## src/rtl/pmu_pkg.sv

```systemverilog
// Shared definitions for the power-management request generator:
// FSM state encoding and wake-cause codes.
package pmu_pkg;

    typedef enum logic [1:0] {
        ST_RUN       = 2'd0,
        ST_REQ_SLEEP = 2'd1,
        ST_SLEEP     = 2'd2,
        ST_REQ_WAKE  = 2'd3
    } pmu_state_t;

    localparam logic [1:0] WAKE_NONE  = 2'd0;
    localparam logic [1:0] WAKE_EXT   = 2'd1;
    localparam logic [1:0] WAKE_TIMER = 2'd2;
    localparam logic [1:0] WAKE_DIS   = 2'd3;

    localparam logic [31:0] SLEEP_CYC_MAX = 32'hFFFF_FFFF;

endpackage

```

## src/rtl/pmu_wake_sync.sv

```systemverilog
// Two-flop synchronizer for the external wake line followed by a
// rising-edge detector. The edge output is a single main_clk cycle wide.
module pmu_wake_sync
    import pmu_pkg::*;
(
    input  logic main_clk,
    input  logic rst,
    input  logic async_in,
    output logic rise
);

    logic sync1_reg;
    logic sync2_reg;
    logic sync2_d_reg;

    // Metastability chain plus one delay stage for edge detection.
    always_ff @(posedge main_clk or posedge rst) begin
        if (rst) begin
            sync1_reg   <= 1'b0;
            sync2_reg   <= 1'b0;
            sync2_d_reg <= 1'b0;
        end else begin
            sync1_reg   <= async_in;
            sync2_reg   <= sync1_reg;
            sync2_d_reg <= sync2_reg;
        end
    end

    assign rise = sync2_reg & ~sync2_d_reg;

endmodule

```

## src/rtl/pmu_request_gen.sv

```systemverilog
// Power-management request generator. Watches core activity and wake
// sources, emits single-cycle sleep/wake request pulses towards the sleep
// controller, retries when its sleep_mode acknowledge is late, and keeps
// debug state (last wake cause, saturating sleep-cycle count).
module pmu_request_gen
    import pmu_pkg::*;
#(
    parameter int IDLE_CNT_W  = 16,
    parameter int WAKE_CNT_W  = 24,
    parameter int ACK_TIMEOUT = 8
) (
    input  logic                  main_clk,
    input  logic                  rst,
    input  logic                  enable,
    input  logic [IDLE_CNT_W-1:0] idle_threshold,
    input  logic [WAKE_CNT_W-1:0] wake_interval,
    input  logic                  core_active,
    input  logic                  ext_wake_async,
    input  logic                  sleep_mode,
    output logic                  sleep_request,
    output logic                  wakeup_request,
    output logic [1:0]            pmu_state,
    output logic [1:0]            wake_cause,
    output logic [31:0]           sleep_cycles
);

    localparam int ACK_W = (ACK_TIMEOUT > 2) ? $clog2(ACK_TIMEOUT) : 1;
    localparam logic [ACK_W-1:0] ACK_LAST = ACK_W'(ACK_TIMEOUT - 1);

    pmu_state_t            state_reg;
    logic [IDLE_CNT_W-1:0] idle_cnt_reg;
    logic [WAKE_CNT_W-1:0] wake_cnt_reg;
    logic [ACK_W-1:0]      ack_cnt_reg;
    logic                  wake_pend_reg;
    logic                  sleep_mode_d_reg;
    logic                  sleep_request_reg;
    logic                  wakeup_request_reg;
    logic [1:0]            wake_cause_reg;
    logic [31:0]           sleep_cycles_reg;

    logic ext_rise;
    logic idle_cycle;
    logic idle_hit;
    logic timer_hit;
    logic sleep_mode_rise;
    logic ext_event;
    logic [IDLE_CNT_W-1:0] thr_m1;

    pmu_wake_sync u_wake_sync (
        .main_clk (main_clk),
        .rst      (rst),
        .async_in (ext_wake_async),
        .rise     (ext_rise)
    );

    // Wake and idle qualifiers derived from registered state and inputs.
    always_comb begin
        thr_m1          = idle_threshold - IDLE_CNT_W'(1);
        idle_cycle      = ~core_active & enable & (idle_threshold != '0);
        // >= keeps the trigger robust if the threshold is lowered mid-count.
        idle_hit        = idle_cycle && (idle_cnt_reg >= thr_m1);
        timer_hit       = (wake_interval != '0) && (wake_cnt_reg == WAKE_CNT_W'(1));
        sleep_mode_rise = sleep_mode & ~sleep_mode_d_reg;
        ext_event       = ext_rise | wake_pend_reg;
    end

    // Request FSM with its counters and registered outputs.
    always_ff @(posedge main_clk or posedge rst) begin
        if (rst) begin
            state_reg          <= ST_RUN;
            idle_cnt_reg       <= '0;
            wake_cnt_reg       <= '0;
            ack_cnt_reg        <= '0;
            wake_pend_reg      <= 1'b0;
            sleep_mode_d_reg   <= 1'b0;
            sleep_request_reg  <= 1'b0;
            wakeup_request_reg <= 1'b0;
            wake_cause_reg     <= WAKE_NONE;
            sleep_cycles_reg   <= '0;
        end else begin
            sleep_request_reg  <= 1'b0;
            wakeup_request_reg <= 1'b0;
            sleep_mode_d_reg   <= sleep_mode;

            if (((state_reg == ST_SLEEP) || (state_reg == ST_REQ_WAKE)) &&
                (sleep_cycles_reg != SLEEP_CYC_MAX)) begin
                sleep_cycles_reg <= sleep_cycles_reg + 32'd1;
            end

            case (state_reg)
                ST_RUN: begin
                    wake_pend_reg <= 1'b0;
                    // A controller-initiated (or late-acknowledged) sleep wins.
                    if (sleep_mode_rise) begin
                        state_reg    <= ST_SLEEP;
                        wake_cnt_reg <= wake_interval;
                        idle_cnt_reg <= '0;
                    end else if (!idle_cycle) begin
                        idle_cnt_reg <= '0;
                    end else if (idle_hit) begin
                        sleep_request_reg <= 1'b1;
                        state_reg         <= ST_REQ_SLEEP;
                        ack_cnt_reg       <= '0;
                        idle_cnt_reg      <= '0;
                    end else begin
                        idle_cnt_reg <= idle_cnt_reg + IDLE_CNT_W'(1);
                    end
                end

                ST_REQ_SLEEP: begin
                    if (ext_rise) begin
                        wake_pend_reg <= 1'b1;
                    end
                    if (sleep_mode) begin
                        state_reg    <= ST_SLEEP;
                        wake_cnt_reg <= wake_interval;
                    end else if (core_active) begin
                        state_reg <= ST_RUN;
                    end else if (ack_cnt_reg == ACK_LAST) begin
                        sleep_request_reg <= 1'b1;
                        ack_cnt_reg       <= '0;
                    end else begin
                        ack_cnt_reg <= ack_cnt_reg + ACK_W'(1);
                    end
                end

                ST_SLEEP: begin
                    if (wake_cnt_reg != '0) begin
                        wake_cnt_reg <= wake_cnt_reg - WAKE_CNT_W'(1);
                    end
                    if (ext_event || timer_hit || !enable) begin
                        wakeup_request_reg <= 1'b1;
                        state_reg          <= ST_REQ_WAKE;
                        ack_cnt_reg        <= '0;
                        wake_pend_reg      <= 1'b0;
                        if (ext_event) begin
                            wake_cause_reg <= WAKE_EXT;
                        end else if (timer_hit) begin
                            wake_cause_reg <= WAKE_TIMER;
                        end else begin
                            wake_cause_reg <= WAKE_DIS;
                        end
                    end
                end

                ST_REQ_WAKE: begin
                    if (!sleep_mode) begin
                        state_reg    <= ST_RUN;
                        idle_cnt_reg <= '0;
                    end else if (ack_cnt_reg == ACK_LAST) begin
                        wakeup_request_reg <= 1'b1;
                        ack_cnt_reg        <= '0;
                    end else begin
                        ack_cnt_reg <= ack_cnt_reg + ACK_W'(1);
                    end
                end

                default: begin
                    state_reg <= ST_RUN;
                end
            endcase
        end
    end

    assign sleep_request  = sleep_request_reg;
    assign wakeup_request = wakeup_request_reg;
    assign pmu_state      = state_reg;
    assign wake_cause     = wake_cause_reg;
    assign sleep_cycles   = sleep_cycles_reg;

endmodule

```

## config.mk

```make
export PLATFORM = sky130hd
export DESIGN_NAME = pmu_request_gen
export DESIGN_NICKNAME = d
export VERILOG_FILES = /design/src/rtl/pmu_pkg.sv /design/src/rtl/pmu_wake_sync.sv /design/src/rtl/pmu_request_gen.sv
export SDC_FILE = /design/constraint.sdc
export NUM_CORES = 1
export LEC_CHECK = 0
export CAP_MARGIN = 20
export CORE_ASPECT_RATIO = 0.5
export CORE_MARGIN = 2
export CORE_UTILIZATION = 35
export CTS_CLUSTER_SIZE = 30
export DETAILED_ROUTE_END_ITERATION = 7
export PLACE_DENSITY = 0.65
export REMOVE_ABC_BUFFERS = 1
export SKIP_CTS_REPAIR_TIMING = 1
export SLEW_MARGIN = 10
export SYNTH_ARGS = -nofsm -noshare
export SYNTH_HDL_FRONTEND = slang
export SYNTH_HIERARCHICAL = 1
export SYNTH_SLANG_ARGS = --single-unit
export TNS_END_PERCENT = 20
```

## constraint.sdc

```tcl
create_clock -name main_clk -period 2.7 [get_ports main_clk]
set_input_delay 0.54 -clock main_clk [delete_from_list [all_inputs] [get_ports main_clk]]
set_output_delay 0.54 -clock main_clk [all_outputs]
set_load 0.01 [all_outputs]
```

==> key figures, run 1 <==
Critical path
  • Max stage delay on crit path: ~0.5 ns
  • Peak fanout along the critical path: 7
  • Slowest library cell on the worst path: or4_4
  • Buffers plus inverters on the worst setup path: 4
  • Crit Path Category: primary input to register
  • Critical Path AT: 3.81 ns
  • Crit end category: register
  • Crit-path cells: buf_6, nor4_4, buf_4, nand2_2, or4_4, xor2_2, ha_1, nand4_1, buf_4, nor2_1, or4_4, or3_4, buf_8, o31ai_4, o31a_1
  • Setup crit start kind: primary input
  • CP delay by family, top: simple AND/OR/NAND/NOR gates
  • Required time of the worst setup path: 2.99 ns

Clock network
  • CTS clk-pin slew, worst paths: 0.07 ns
  • H-tree depth: 3
  • TritonCTS clock tree: yes
  • Clock sink count: 86
  • Clock Path Buffers: 2
  • Worst-Skew Late Latency: 0.34 ns
  • Clock Root Buffer: clkbuf_16
  • TritonCTS buffer count: 9

Timing
  • Max-slew violations: 0
  • Slew headroom: 0.3805
  • Final worst slack: -0.8206 ns
  • Final Hold Violating Endpoints: 0
  • Min cycle time layout: roughly 3.5 ns
  • Endpoints failing setup: 21
  • Worst-Margin Slew: 0.9058 ns
  • Post-Route Setup TNS: -14.59 ns
  • Fmax: between 200 and 300 MHz
  • Final Skew: 0.005057 ns
  • Period utilization: 1.304
  • RSZ-0062 raised after global routing: true

Routing
  • DRT Pass-1 Iters: 4
  • Via-per-instance ratio: 5.318
  • First-iteration detailed-routing DRC count: 295
  • DRT Wirelength: 13290 um
  • Routed WL per cell: 14.80 um
  • DR vias: 4776
  • Post-route ant nets: 0
  • DRC violations left: 0

GRT
  • Antenna violations before repair: 0
  • GR Overflow Total: 0
  • Largest net degree at the start of global routing: 48
  • Vias in the first global route: 4435
  • Global-route wire length before repair: between 20000 and 25000 um
  • Global-route usage over all layers: 0.1646

Finish
  • Synth-to-Final Area Change: 37.98%
  • Final net count: 764
  • Share of cells above drive strength 1: 0.1614
  • Number of inserted diodes: 0
  • Max reg flops: 32
  • Final core occ: 0.4952

Yosys
  • Syn Inst Count: 567
  • Share of the synthesized area in the top cell type: 0.4145
  • Seq/Total Area, Yosys: 0.4145
  • Prevailing post-synth register cell: dfrtp_1
  • Mean post-synth cell area: 9.158 um^2
  • Async SR Flop Fraction: 1.000
  • Synth Cell Area: 0.005192 mm^2
  • Top cells by area, synth: dfrtp_1 41%, xnor2_1 5.7%, ha_1 5.5%
  • Synth top cells by count: 86 x dfrtp_1, 51 x nand2_1, 42 x nor2_1
  • Most frequent cell after synthesis: dfrtp_1
  • Distinct cells, synth: 60
  • Post-synth top area cell: dfrtp_1
  • Synth Warn #: 6
  • #FFs+latches synth: 86
  • Post-synth EDFFs: 0

Power
  • Total power: slightly above 5000 uW
  • Leakage power: roughly 0.0029 uW
  • Max VDD drop: 292.8 uV
  • PwrDens: 713.1 mW/mm^2

Job
  • Max Cap Viol: 0

Place
  • Dpl hpwl: between 9000 and 10000 um
  • Port buffer count: 83
  • GPL Wtd Cong: 0.8275

Status
  • Failing checks: negative setup slack
  • Status: finished with violations

Die
  • Die Y: approximately 90 um
  • Core ar.: 0.01447 mm^2
  • I/O pins: 84
  • Row count: 31
  • Chip Width: 176.3 um
  • Full die area: 0.01589 mm^2
  • Initial Util: 0.3589

Min path
  • Hold WC Path Type: register to register
## layout by cell type, fill, tap and decap left out, types with 4 or more instances in the layout
cell,instances
a221o_1,5
and3_1,8
a22o_1,5
a21oi_1,33
buf_4,49
buf_6,4
dfrtp_1,86
clkbuf_16,10
nand3_1,28
or3_1,5
xnor2_1,34
or2_2,4
nand2b_1,6
o21a_1,4
a21o_1,4
clkdlybuf4s50_1,72
nor3_1,21
inv_1,14
and4_1,13
nand2_1,50
nor2_1,42
nor4_1,10
ha_1,22
nand4_1,15
dlymetal6s2s_1,6
nor4_4,4
o21ai_0,32
o22a_1,6
a22oi_1,5
nor3b_1,6
xor2_1,12
and2_1,4
## path summary, 6_finish.rpt
path                       depth (start not counted)  slack, ns                     to                  start
setup reg to reg                                   9      -0.05        idle_cnt_reg[8]        idle_cnt_reg[0]
min in group asynchronous                          2       0.45  u_wake_sync/sync1_reg                    rst
setup / recovery                                  15      -0.82        idle_cnt_reg[8]      idle_threshold[5]
max in group asynchronous                          3       1.60       sleep_cycles[16]                    rst
hold / removal                                     0       0.35  u_wake_sync/sync2_reg  u_wake_sync/sync1_reg
hold reg to reg                                    0       0.35  u_wake_sync/sync2_reg  u_wake_sync/sync1_reg
## cell families (layout without fill, tap and decap cells)
group / count (synthesis) / in the layout / share of synthesized area
xor+xnor: 47 / 47 / 0.07928
buf+inv: 36 / 169 / 0.02723
flops: 86 / 86 / 0.4145
compound gates: 128 / 128 / 0.1631
mux: 3 / 3 / 0.006024
fa+ha+maj: 23 / 23 / 0.05542
simple gates: 244 / 244 / 0.2545
## worst register-to-register path, stage by stage, from the launching register on
cell       delay, ns
dfrtp_1         0.39
inv_1           0.08
ha_1            0.22
nand2b_1        0.14
a2111oi_0       0.82
nor4b_4         0.08
or3_4           0.46
buf_8           0.16
o31ai_4         0.20
o31a_1          0.15
## report_power, final
part | leakage, uW | total [uW] | switching, uW | internal (uW)
Combinational | 0.00169 | 1840 | 1000 | 840
Clock | 0.000147 | 1280 | 556 | 729
Sequential | 0.00111 | 1980 | 385 | 1600
Total | 0.00295 | 5110 | 1950 | 3160
## through the flow
step	hold WS [ns]	cell area, um^2	std cells	setup slack (ns)
floorplan	0.2936	5115	548	-1.344
global placement	0.3327	6583	877	-1.537
detailed placement	0.3347	6583	877	-1.685
CTS	0.3492	6889	893	-1.315
global route	0.3724	7164	898	-0.9197
finish	0.3498	7164	898	-0.8206
## metal layers
metal,GRT usage,part of all wire
met5,0,0
met4,0.04201,0.0077
met3,0.03003,0.040
met2,0.2533,0.46
met1,0.2379,0.49
## layout make-up
cell class	count	area, um^2
flip-flops and latches	86	2152
multi-input cells	445	3097
clock buffers	9	225.2
repair buffers	136	1294
fillers	1362	7303
clock inverters	7	81.33
inverters	17	67.56
well taps	198	247.7
Note: power is estimated with default switching activity, not from simulation.
==> run 2, diff against run 1 <==
--- a/config.mk
+++ b/config.mk
@@ -11,10 +11,10 @@
 export CORE_UTILIZATION = 35
 export CTS_CLUSTER_SIZE = 30
 export DETAILED_ROUTE_END_ITERATION = 7
+export HOLD_SLACK_MARGIN = 0.05
 export PLACE_DENSITY = 0.65
 export REMOVE_ABC_BUFFERS = 1
 export SKIP_CTS_REPAIR_TIMING = 1
-export SLEW_MARGIN = 10
 export SYNTH_ARGS = -nofsm -noshare
 export SYNTH_HDL_FRONTEND = slang
 export SYNTH_HIERARCHICAL = 1
==> results of run 2 <==
Same layout as run 1: the final DEF is identical, and so are final timing and power.
==> run 3, diff against run 2 <==
--- a/config.mk
+++ b/config.mk
@@ -9,6 +9,7 @@
 export CORE_ASPECT_RATIO = 0.5
 export CORE_MARGIN = 2
 export CORE_UTILIZATION = 35
+export CTS_CLUSTER_DIAMETER = 30
 export CTS_CLUSTER_SIZE = 30
 export DETAILED_ROUTE_END_ITERATION = 7
 export HOLD_SLACK_MARGIN = 0.05
==> results of run 3 <==
Same layout as run 1: the final DEF is identical, and so are final timing and power.
